`src/rtl/simon_pkg.sv`:
```
// Shared types and helpers for the Simon Says game blocks.
// Colours map one-to-one onto the four game LEDs.
package simon_pkg;

    typedef enum logic [1:0] {
        GREEN  = 2'd0,
        RED    = 2'd1,
        YELLOW = 2'd2,
        BLUE   = 2'd3
    } colour_t;

    typedef enum logic [2:0] {
        IDLE,
        FETCH,
        WAIT_DATA,
        PULSE_ON,
        PULSE_OFF,
        NEXT,
        DONE
    } player_state_t;

    function automatic logic [3:0] colour_to_led(input colour_t colour);
        case (colour)
            GREEN:   return 4'b0001;
            RED:     return 4'b0010;
            YELLOW:  return 4'b0100;
            default: return 4'b1000;
        endcase
    endfunction

    // Faster levels halve the window; never let it collapse to zero ticks.
    function automatic logic [15:0] scale_ticks(input logic [15:0] base,
                                                input logic [1:0]  speed);
        logic [15:0] scaled;
        scaled = base >> speed;
        return (scaled == 16'd0) ? 16'd1 : scaled;
    endfunction

endpackage

```
`src/rtl/tick_timer.sv`:
```
// Loadable down-counter with a TICK_DIV prescaler; expired is high on the
// last cycle of a window lasting ticks*TICK_DIV cycles after load.
module tick_timer #(
    parameter int TICK_DIV = 50000
) (
    input  logic        clk,
    input  logic        reset,
    input  logic        load,
    input  logic [15:0] ticks,
    output logic        expired
);

    localparam int             PW        = (TICK_DIV > 1) ? $clog2(TICK_DIV) : 1;
    localparam logic [PW-1:0]  PRESC_MAX = PW'(TICK_DIV - 1);

    logic [PW-1:0] presc_d, presc_q;
    logic [15:0]   tick_d,  tick_q;

    always_comb begin
        // NOTE: every always_comb output gets a default first so no path leaves it unassigned (no latch).
        presc_d = presc_q;
        tick_d  = tick_q;
        if (load) begin
            presc_d = PRESC_MAX;
            tick_d  = ticks - 16'd1;
        end else if (presc_q != '0) begin
            presc_d = presc_q - 1'b1;
        end else if (tick_q != '0) begin
            presc_d = PRESC_MAX;
            tick_d  = tick_q - 16'd1;
        end
    end

    always_ff @(posedge clk) begin
        // NOTE: state updates use non-blocking assignments so every flop samples pre-edge values.
        if (reset) begin
            presc_q <= '0;
            tick_q  <= '0;
        end else begin
            presc_q <= presc_d;
            tick_q  <= tick_d;
        end
    end

    assign expired = (presc_q == '0) && (tick_q == '0);

endmodule

```
`src/rtl/sequence_player.sv`:
```
// Plays the stored colour sequence on the game LEDs during the computer's
// turn: fetch a colour, light it for the on-window, then hold a dark gap.
module sequence_player
    import simon_pkg::*;
#(
    parameter int TICK_DIV       = 50000,
    parameter int BASE_ON_TICKS  = 400,
    parameter int BASE_OFF_TICKS = 200
) (
    input  logic       clk,
    input  logic       reset,
    input  logic       start,
    input  logic       abort,
    input  logic [5:0] round_len,
    input  logic [1:0] speed,
    output logic       mem_rd,
    output logic [5:0] mem_addr,
    input  logic [1:0] mem_data,
    output logic [3:0] led,
    output logic       busy,
    output logic       done
);

    player_state_t state_d, state_q;
    logic [5:0]    len_d, len_q;
    logic [5:0]    idx_d, idx_q;
    logic [15:0]   on_ticks_d, on_ticks_q;
    logic [15:0]   off_ticks_d, off_ticks_q;
    colour_t       colour_d, colour_q;
    logic [3:0]    led_d, led_q;
    logic          mem_rd_d, mem_rd_q;
    logic [5:0]    mem_addr_d, mem_addr_q;
    logic          busy_d, busy_q;
    logic          done_d, done_q;

    logic          timer_load;
    logic [15:0]   timer_ticks;
    logic          timer_expired;

    // One timer serves both windows: reload on entry to PULSE_ON and PULSE_OFF.
    assign timer_load  = (state_q == WAIT_DATA) || ((state_q == PULSE_ON) && timer_expired);
    assign timer_ticks = (state_q == WAIT_DATA) ? on_ticks_q : off_ticks_q;

    tick_timer #(
        .TICK_DIV (TICK_DIV)
    ) u_tick_timer (
        .clk     (clk),
        .reset   (reset),
        .load    (timer_load),
        .ticks   (timer_ticks),
        .expired (timer_expired)
    );

    always_comb begin
        state_d     = state_q;
        len_d       = len_q;
        idx_d       = idx_q;
        on_ticks_d  = on_ticks_q;
        off_ticks_d = off_ticks_q;
        colour_d    = colour_q;
        led_d       = led_q;
        mem_rd_d    = 1'b0;
        mem_addr_d  = mem_addr_q;
        busy_d      = busy_q;
        done_d      = 1'b0;

        case (state_q)
            IDLE: begin
                if (start) begin
                    if (round_len != 6'd0) begin
                        len_d       = round_len;
                        on_ticks_d  = scale_ticks(16'(BASE_ON_TICKS), speed);
                        off_ticks_d = scale_ticks(16'(BASE_OFF_TICKS), speed);
                        idx_d       = 6'd0;
                        mem_rd_d    = 1'b1;
                        mem_addr_d  = 6'd0;
                        busy_d      = 1'b1;
                        state_d     = FETCH;
                    end else begin
                        done_d  = 1'b1;
                        state_d = DONE;
                    end
                end
            end
            FETCH: state_d = WAIT_DATA;
            WAIT_DATA: begin
                colour_d = colour_t'(mem_data);
                led_d    = colour_to_led(colour_t'(mem_data));
                state_d  = PULSE_ON;
            end
            PULSE_ON: begin
                led_d = colour_to_led(colour_q);
                if (timer_expired) begin
                    led_d   = 4'b0000;
                    state_d = PULSE_OFF;
                end
            end
            PULSE_OFF: begin
                if (timer_expired) state_d = NEXT;
            end
            NEXT: begin
                if (idx_q == len_q - 6'd1) begin
                    done_d  = 1'b1;
                    busy_d  = 1'b0;
                    state_d = DONE;
                end else begin
                    idx_d      = idx_q + 6'd1;
                    mem_rd_d   = 1'b1;
                    mem_addr_d = idx_q + 6'd1;
                    state_d    = FETCH;
                end
            end
            default: state_d = IDLE;
        endcase

        if (abort) begin
            state_d  = IDLE;
            idx_d    = 6'd0;
            led_d    = 4'b0000;
            mem_rd_d = 1'b0;
            busy_d   = 1'b0;
            done_d   = 1'b0;
        end
    end

    always_ff @(posedge clk) begin
        if (reset) begin
            state_q     <= IDLE;
            len_q       <= 6'd0;
            idx_q       <= 6'd0;
            on_ticks_q  <= 16'd0;
            off_ticks_q <= 16'd0;
            colour_q    <= GREEN;
            led_q       <= 4'b0000;
            mem_rd_q    <= 1'b0;
            mem_addr_q  <= 6'd0;
            busy_q      <= 1'b0;
            done_q      <= 1'b0;
        end else begin
            state_q     <= state_d;
            len_q       <= len_d;
            idx_q       <= idx_d;
            on_ticks_q  <= on_ticks_d;
            off_ticks_q <= off_ticks_d;
            colour_q    <= colour_d;
            led_q       <= led_d;
            mem_rd_q    <= mem_rd_d;
            mem_addr_q  <= mem_addr_d;
            busy_q      <= busy_d;
            done_q      <= done_d;
        end
    end

    assign led      = led_q;
    assign mem_rd   = mem_rd_q;
    assign mem_addr = mem_addr_q;
    assign busy     = busy_q;
    assign done     = done_q;

endmodule
```
`config.mk`:
```
export PLATFORM = sky130hd
export DESIGN_NAME = sequence_player
export DESIGN_NICKNAME = d
export VERILOG_FILES = /design/src/rtl/simon_pkg.sv /design/src/rtl/tick_timer.sv /design/src/rtl/sequence_player.sv
export SDC_FILE = /design/constraint.sdc
export NUM_CORES = 1
export LEC_CHECK = 0
export ABC_AREA = 1
export CAP_MARGIN = 30
export CORE_MARGIN = 2
export CORE_UTILIZATION = 35
export CTS_CLUSTER_SIZE = 24
export DETAILED_ROUTE_END_ITERATION = 12
export PLACE_DENSITY = 0.6
export SLEW_MARGIN = 20
export SYNTH_ARGS = -nofsm -noshare
export SYNTH_HDL_FRONTEND = slang
export SYNTH_SLANG_ARGS = --single-unit
```
`constraint.sdc`:
```
create_clock -name clk -period 2.9 [get_ports clk]
set_clock_uncertainty 0.05 [all_clocks]
set_input_delay 0.435 -clock clk [delete_from_list [all_inputs] [get_ports clk]]
set_output_delay 0.435 -clock clk [all_outputs]
set_load 0.05 [all_outputs]
```
==> results.sh, run 1 <==
export IMPL_run_status="finished clean"
export IMPL_max_slew_margin=0.6625
export IMPL_critical_path_startpoint_type="register"
export IMPL_synth_ff_latch_count=73
export IMPL_total_power_density_per_cell_area_mw_per_mm2=1037
export IMPL_io_buffers=26
export IMPL_xor_xnor_fraction_of_synth_area=0.02953
export IMPL_postSynthAreaPerCell_um2=6.956
export IMPL_synth_async_reset_ratio=0
export IMPL_viasPerCell=4.982
export IMPL_grt_ovfl_total=0
export IMPL_cts_hold_buffers=0
export IMPL_cts_sinks=73
export IMPL_netlist_top_cell_by_area="sky130_fd_sc_hd__dfxtp_1"
export IMPL_syn_cell_area_mm2=0.004153
export IMPL_final_hold_viol_count=0
export IMPL_fin_crit_sh=0.8867
export IMPL_first_global_vias=3706
export IMPL_critical_path_max_fanout=15
export IMPL_design_portCount=27
export IMPL_timing_hold_worst_class="register to register"
export IMPL_p_comb_frac=0.500
export IMPL_layout_min_cycle_time_ns=2.571
export IMPL_core_area_mm2=0.01152
export IMPL_synth_top_family_by_area="simple AND/OR/NAND/NOR gates"
export IMPL_cts_made_buffers=9
export IMPL_critPathKind="register to register"
export IMPL_maxClockFrequency_mhz=388.9
export IMPL_power_net_switching_mw=2.304
export IMPL_sw_frac_of_total=0.4525
export IMPL_layout_overhead_on_the_synthesized_area_pct=18.23
export IMPL_post_synth_and_or_nand_nor_area_fraction=0.3275
export IMPL_vias=3866
export IMPL_clk_transition_reported_paths_ns=0.06
export IMPL_synth_commonest_cells="sky130_fd_sc_hd__nand2_1, sky130_fd_sc_hd__inv_1, sky130_fd_sc_hd__dfxtp_1, sky130_fd_sc_hd__nor2_1, sky130_fd_sc_hd__a21oi_1"
export IMPL_pin_count_of_the_biggest_net_entering_global_routing=29
export IMPL_total_leakage_power_nw=2.194
export IMPL_cp_required_ns=3.13
export IMPL_drive_gt1_frac=0.1090
export IMPL_clkPwrFrac=0.228
export IMPL_r2r_cells=19
export IMPL_max_clock_path_buffers=2
export IMPL_post_synth_main_area_contributors="sky130_fd_sc_hd__dfxtp_1, sky130_fd_sc_hd__nand2_1, sky130_fd_sc_hd__inv_1, sky130_fd_sc_hd__nor2_1, sky130_fd_sc_hd__a21oi_1"
export IMPL_drv_max_cap_violation_count=0
export IMPL_grtUsageTotal=0.1592
export IMPL_yosys_warnings=0
export IMPL_synth_seq_area_share=0.3519
export IMPL_final_area_mm2=0.004910
export IMPL_synthAdderAreaFrac=0.03917
export IMPL_antenna_cell_count=0
export IMPL_setup_viol_count_final=0
export IMPL_globalplace_congestion=0.9338
export IMPL_drt_iter0_markers=201
export IMPL_synth_compound_area_share=0.1582
export IMPL_power_ir_vdd_worst_uv=405.8
export IMPL_synth_edff_count=0
export IMPL_ys_flop_type="sky130_fd_sc_hd__dfxtp_1"
export IMPL_netlist_instances=597
export IMPL_worst_pin_slew_ns=0.5047
export IMPL_dpl_hpwl_um=7375
export IMPL_timing_final_max_slew_violations=0
export IMPL_unrepaired_setup_endpoints_after_global_routing="false"
export IMPL_worstHoldPathCells=1
export IMPL_drc=0
export IMPL_synth_most_common_cell="sky130_fd_sc_hd__nand2_1"
export IMPL_yosysUniqueCellTypes=41
export IMPL_worstPathArrival_ns=2.80
export IMPL_die_height_um=112.9
export IMPL_cts_setup_buffers=0
export IMPL_cp_end_kind="register"
export IMPL_finalHoldWorstSlack_ns=0.4052
export IMPL_dieArea_mm2=0.01275
export IMPL_fin_tns_setup_ns=0
export IMPL_tritoncts="done"
export IMPL_finalNetCount=655
export IMPL_routed_wl_um=9765
export IMPL_p_seq_frac=0.272
export IMPL_num_rows=39
export IMPL_clk_latency_ns=0.34
export IMPL_synth_mux_area_fraction=0
export IMPL_initial_core_util=0.3606
export IMPL_internal_power_mw=2.788
export IMPL_ctsResizeCount=0
export IMPL_yosys_area_top_type_share=0.3519
export IMPL_wl_per_cell_um=12.58
export IMPL_first_pass_grt_wire_length_um=16730
export IMPL_synth_nets=624
export IMPL_cts_h_tree_depth=3
export IMPL_antenna_left=0
export IMPL_antenna_violations_before_repair=0
export IMPL_setup_reg_to_reg_worst_slack_ns=0.33
export IMPL_dpl_instance_area_mm2=0.004579
export IMPL_dieWidth_um=112.9
export IMPL_drtPass1Iterations=4
export IMPL_cts_root_buf="sky130_fd_sc_hd__clkbuf_16"
-- flip-flops by register name, summed over array words and instances, names as in the netlist, 2 cells and up --
signal	count
mem_addr	6
off_ticks_q	2
u_tick_timer.tick_q	16
u_tick_timer.presc_q	16
len_q	6
on_ticks_q	9
idx_q	6
colour_q	2
led	4
state_q	3
-- power groups by stage --
stage | clock (mW) | sequential (mW) | combinational, mW
2_1_floorplan | 0 | 1.37 | 2.01
3_3_place_gp | 0 | 1.40 | 2.45
3_5_place_dp | 0 | 1.40 | 2.50
4_1_cts | 1.18 | 1.38 | 2.52
5_1_grt | 1.23 | 1.41 | 2.87
6_report | 1.16 | 1.39 | 2.55
-- area by class of cell --
cell class              instances  area [um2]
repair buffers                 34       320.3
fillers                      1184        6606
clock buffers                  10       239.0
inverters                      84       316.6
multi-input cells             426        2318
flip-flops and latches         73        1461
clock inverters                 6       75.07
well taps                     143       178.9
-- per-layer routing --
layer | track usage | part of all wire | up-vias
li1 | - | - | 2015
met1 | 0.1985 | 0.47 | 1789
met2 | 0.2739 | 0.48 | 58
met3 | 0.04124 | 0.036 | 4
met4 | 0.04228 | 0.0082 | 0
met5 | 0 | 0 | -
-- stage by stage --
| stage | setup slack [ns] | power, mW | std cells | util |
|---|---|---|---|---|
| after floorplan | 0.6012 | 3.377 | 597 | - |
| after global placement | 0.3221 | 3.850 | 760 | 0.3977 |
| after detailed placement | 0.2034 | 3.902 | 760 | 0.3977 |
| after CTS | 0.1901 | 5.085 | 776 | 0.4249 |
| after global routing | 0.03701 | 5.511 | 776 | 0.4263 |
| final | 0.3285 | 5.092 | 776 | 0.4263 |
-- critical path, stage by stage, from the launching register on --
cell                      delay [ns]
sky130_fd_sc_hd__dfxtp_1        0.32
sky130_fd_sc_hd__inv_1          0.10
sky130_fd_sc_hd__ha_1           0.19
sky130_fd_sc_hd__nand2_1        0.08
sky130_fd_sc_hd__nor2_2         0.15
sky130_fd_sc_hd__nand2_4        0.08
sky130_fd_sc_hd__nor2_4         0.16
sky130_fd_sc_hd__nand2_4        0.11
sky130_fd_sc_hd__nand2_8        0.13
sky130_fd_sc_hd__nand2_1        0.09
sky130_fd_sc_hd__o21ai_2        0.10
sky130_fd_sc_hd__ha_1           0.18
sky130_fd_sc_hd__inv_1          0.05
sky130_fd_sc_hd__nor2_2         0.16
sky130_fd_sc_hd__nand2_2        0.11
sky130_fd_sc_hd__nor2_4         0.13
sky130_fd_sc_hd__nand4_1        0.11
sky130_fd_sc_hd__nand2_1        0.08
sky130_fd_sc_hd__nand2_1        0.05
sky130_fd_sc_hd__nor2_1         0.09
-- worst paths after layout --
check | startpoint | end
min reg2reg | u_tick_timer.presc_q[0] | u_tick_timer.presc_q[0]
min | u_tick_timer.presc_q[0] | u_tick_timer.presc_q[0]
max | u_tick_timer.presc_q[0] | u_tick_timer.tick_q[12]
max reg2reg | u_tick_timer.presc_q[0] | u_tick_timer.tick_q[12]
-- logic make-up after synthesis --
logic type	count (synthesis)
simple gates	281
compound gates	118
buf+inv	98
flops	73
xor+xnor	14
fa+ha+maj	13
-- layout by cell type, fill, tap and decap left out, types with 9 or more instances in the layout --
master	n
sky130_fd_sc_hd__nand2_1	104
sky130_fd_sc_hd__inv_1	77
sky130_fd_sc_hd__dfxtp_1	73
sky130_fd_sc_hd__nor2_1	70
sky130_fd_sc_hd__a21oi_1	49
sky130_fd_sc_hd__nand3_1	41
sky130_fd_sc_hd__o21ai_0	38
sky130_fd_sc_hd__clkdlybuf4s50_1	26
sky130_fd_sc_hd__nor3_1	13
sky130_fd_sc_hd__ha_1	13
sky130_fd_sc_hd__nand2_2	12
sky130_fd_sc_hd__a31oi_1	10
sky130_fd_sc_hd__nand4_1	10
sky130_fd_sc_hd__xor2_1	9
sky130_fd_sc_hd__clkbuf_16	9
No activity file was read; power rests on OpenSTA's default activity.
==> inputs of run 2 (changes only) <==
--- a/config.mk
+++ b/config.mk
@@ -11,6 +11,7 @@
 export CORE_UTILIZATION = 35
 export CTS_CLUSTER_SIZE = 24
 export DETAILED_ROUTE_END_ITERATION = 12
+export HOLD_SLACK_MARGIN = 0.05
 export PLACE_DENSITY = 0.6
 export SLEW_MARGIN = 20
 export SYNTH_ARGS = -nofsm -noshare
==> results of run 2 <==
Same layout as run 1: the final DEF is identical, and so are final timing and power.
==> inputs of run 3 (changes only) <==
--- a/config.mk
+++ b/config.mk
@@ -7,9 +7,9 @@
 export LEC_CHECK = 0
 export ABC_AREA = 1
 export CAP_MARGIN = 30
-export CORE_MARGIN = 2
+export CORE_MARGIN = 4
 export CORE_UTILIZATION = 35
-export CTS_CLUSTER_SIZE = 24
+export CTS_CLUSTER_SIZE = 8
 export DETAILED_ROUTE_END_ITERATION = 12
 export HOLD_SLACK_MARGIN = 0.05
 export PLACE_DENSITY = 0.6
==> results.sh, run 3 (synthesis results as in run 1) <==
export IMPL_run_status="finished clean"
export IMPL_finalHoldWorstSlack_ns=0.4156
export IMPL_cp_common_cell="sky130_fd_sc_hd__inv_1"
export IMPL_tritoncts="done"
export IMPL_power_ir_vdd_worst_uv=459.4
export IMPL_first_pass_grt_wire_length_um=16420
export IMPL_die_height_um=116.9
export IMPL_vias=3818
export IMPL_grtUsageTotal=0.1505
export IMPL_globalplace_congestion=0.8901
export IMPL_drive_gt1_frac=0.1030
export IMPL_cts_h_tree_depth=3
export IMPL_worst_pin_slew_ns=0.5279
export IMPL_wl_per_cell_um=12.36
export IMPL_cp_required_ns=3.09
export IMPL_routed_wl_um=9569
export IMPL_critical_path_startpoint_type="register"
export IMPL_finalNetCount=653
export IMPL_worstPathArrival_ns=2.76
export IMPL_cts_sinks=73
export IMPL_clk_latency_ns=0.34
export IMPL_timing_critical_path_slowest_stage_cell="sky130_fd_sc_hd__dfxtp_1"
export IMPL_sw_frac_of_total=0.4579
export IMPL_max_slew_margin=0.6470
export IMPL_fin_crit_sh=0.8893
export IMPL_p_comb_frac=0.510
export IMPL_critPathKind="register to register"
export IMPL_drv_max_cap_violation_count=0
export IMPL_power_net_switching_mw=2.264
export IMPL_clk_transition_reported_paths_ns=0.06
export IMPL_multi_input_comb_area_mm2=0.002318
export IMPL_fillerInstances=1200
export IMPL_layout_min_cycle_time_ns=2.579
export IMPL_fin_tns_setup_ns=0
export IMPL_internal_power_mw=2.680
export IMPL_cts_root_buf="sky130_fd_sc_hd__clkbuf_16"
export IMPL_design_portCount=27
export IMPL_maxClockFrequency_mhz=387.8
export IMPL_drt_iter0_markers=193
export IMPL_most_common_layout_cells="sky130_fd_sc_hd__nand2_1, sky130_fd_sc_hd__inv_1, sky130_fd_sc_hd__dfxtp_1"
export IMPL_final_hold_viol_count=0
export IMPL_layout_overhead_on_the_synthesized_area_pct=16.93
export IMPL_cp_end_kind="register"
export IMPL_critical_path_max_fanout=15
export IMPL_drtPass1Iterations=5
export IMPL_first_global_vias=3664
export IMPL_total_power_density_per_cell_area_mw_per_mm2=1018
export IMPL_timing_critical_path_cells="inv_1 -> ha_1 -> nand2_1 -> nor2_2 -> nand2_4 -> nor2_4 -> nand2_4 -> nand2_8 -> nand2_1 -> o21ai_2 -> ha_1 -> inv_1 -> nor2_2 -> nand2_2 -> o21ai_0 -> nand3_1 -> nand3_1 -> inv_1"
export IMPL_core_area_mm2=0.01152
export IMPL_timing_final_max_slew_violations=0
export IMPL_delay_of_the_slowest_cell_on_the_worst_path_ns=0.32
export IMPL_timing_hold_worst_class="register to register"
export IMPL_grt_ovfl_total=0
export IMPL_dpl_hpwl_um=7317
export IMPL_initial_core_util=0.3606
export IMPL_cts_made_buffers=9
export IMPL_dieArea_mm2=0.01367
export IMPL_total_leakage_power_nw=2.163
export IMPL_dp_slack_ns=0.2452
export IMPL_antenna_left=0
export IMPL_final_area_mm2=0.004856
export IMPL_dpl_instance_area_mm2=0.004564
export IMPL_antenna_cell_count=0
export IMPL_reg_top3="u_tick_timer.presc_q (16), u_tick_timer.tick_q (16), on_ticks_q (9)"
export IMPL_cts_hold_buffers=0
export IMPL_setup_viol_count_final=0
export IMPL_clkPwrFrac=0.209
export IMPL_p_seq_frac=0.280
export IMPL_num_rows=39
export IMPL_max_clock_path_buffers=2
export IMPL_layout_commonest_cell="sky130_fd_sc_hd__nand2_1"
export IMPL_antenna_violations_before_repair=0
export IMPL_finalWorstSetupSlack_ns=0.3211
export IMPL_viasPerCell=4.933
export IMPL_drc=0
export IMPL_pin_count_of_the_biggest_net_entering_global_routing=29
export IMPL_unrepaired_setup_endpoints_after_global_routing="false"
export IMPL_ff_latch_area_mm2=0.001461
export IMPL_dieWidth_um=116.9
export IMPL_io_buffers=26
## run 3: cell count changes in the layout (fill, tap and decap cells not counted)
cell,delta
sky130_fd_sc_hd__inv_8,-1
sky130_fd_sc_hd__clkbuf_1,+2
sky130_fd_sc_hd__clkinv_4,-1
sky130_fd_sc_hd__clkinv_2,+1
sky130_fd_sc_hd__inv_6,-1
sky130_fd_sc_hd__clkinvlp_4,+1
sky130_fd_sc_hd__bufinv_16,-1
sky130_fd_sc_hd__buf_4,-2
## run 3: power by group through the flow
stage | clock, mW | sequential, mW | combinational, mW
final | 1.04 | 1.39 | 2.52
after global routing | 1.10 | 1.42 | 2.84
after CTS | 1.07 | 1.38 | 2.49
after detailed placement | 0 | 1.40 | 2.46
after global placement | 0 | 1.40 | 2.43
after floorplan | 0 | 1.37 | 2.01
## run 3: cell type report
cell class	count	area share
clock buffers	12	0.05076
repair buffers	32	0.06287
multi-input cells	426	0.4775
inverters	84	0.06519
clock inverters	4	0.005926
well taps	143	0.03685
flip-flops and latches	73	0.3010
## run 3: critical path: cells and delay by family (launching register included)
kind            cells  cell delay [ns]
buf+inv             3             0.18
compound gates      2             0.31
flops               1             0.32
simple gates       11             1.24
fa+ha+maj           2             0.36
## run 3: layer usage
layer  global-route usage  vias to the layer above  wire length, um
li1                     -                     2014                -
met1               0.1817                     1740             4524
met2               0.2567                       56             4603
met3              0.04165                        8              326
met4              0.05352                        0              114
met5                    0                        -                0
## run 3: final timing paths
| kind | slack [ns] | end | start | depth (start not counted) |
|---|---|---|---|---|
| worst max register to register | 0.32 | u_tick_timer.tick_q[8] | u_tick_timer.presc_q[0] | 18 |
| worst min-delay path | 0.42 | on_ticks_q[0] | on_ticks_q[0] | 2 |
| worst min register to register | 0.42 | on_ticks_q[0] | on_ticks_q[0] | 2 |
| worst max-delay path | 0.32 | u_tick_timer.tick_q[8] | u_tick_timer.presc_q[0] | 18 |
## run 3: repair_timing
| action | 4_1_cts | 5_1_grt |
|---|---|---|
| endpoints found under the setup margin | 0 | 4 |
| buffers inserted | 0 | 0 |
| gates resized for setup | 0 | 3 |
## run 3: metrics by stage
| stage | std cells | util | power (mW) |
|---|---|---|---|
| after floorplan | 597 | - | 3.377 |
| after global placement | 758 | 0.3963 | 3.830 |
| after detailed placement | 758 | 0.3963 | 3.866 |
| after CTS | 774 | 0.4203 | 4.937 |
| after global routing | 774 | 0.4217 | 5.359 |
| final | 774 | 0.4217 | 4.943 |
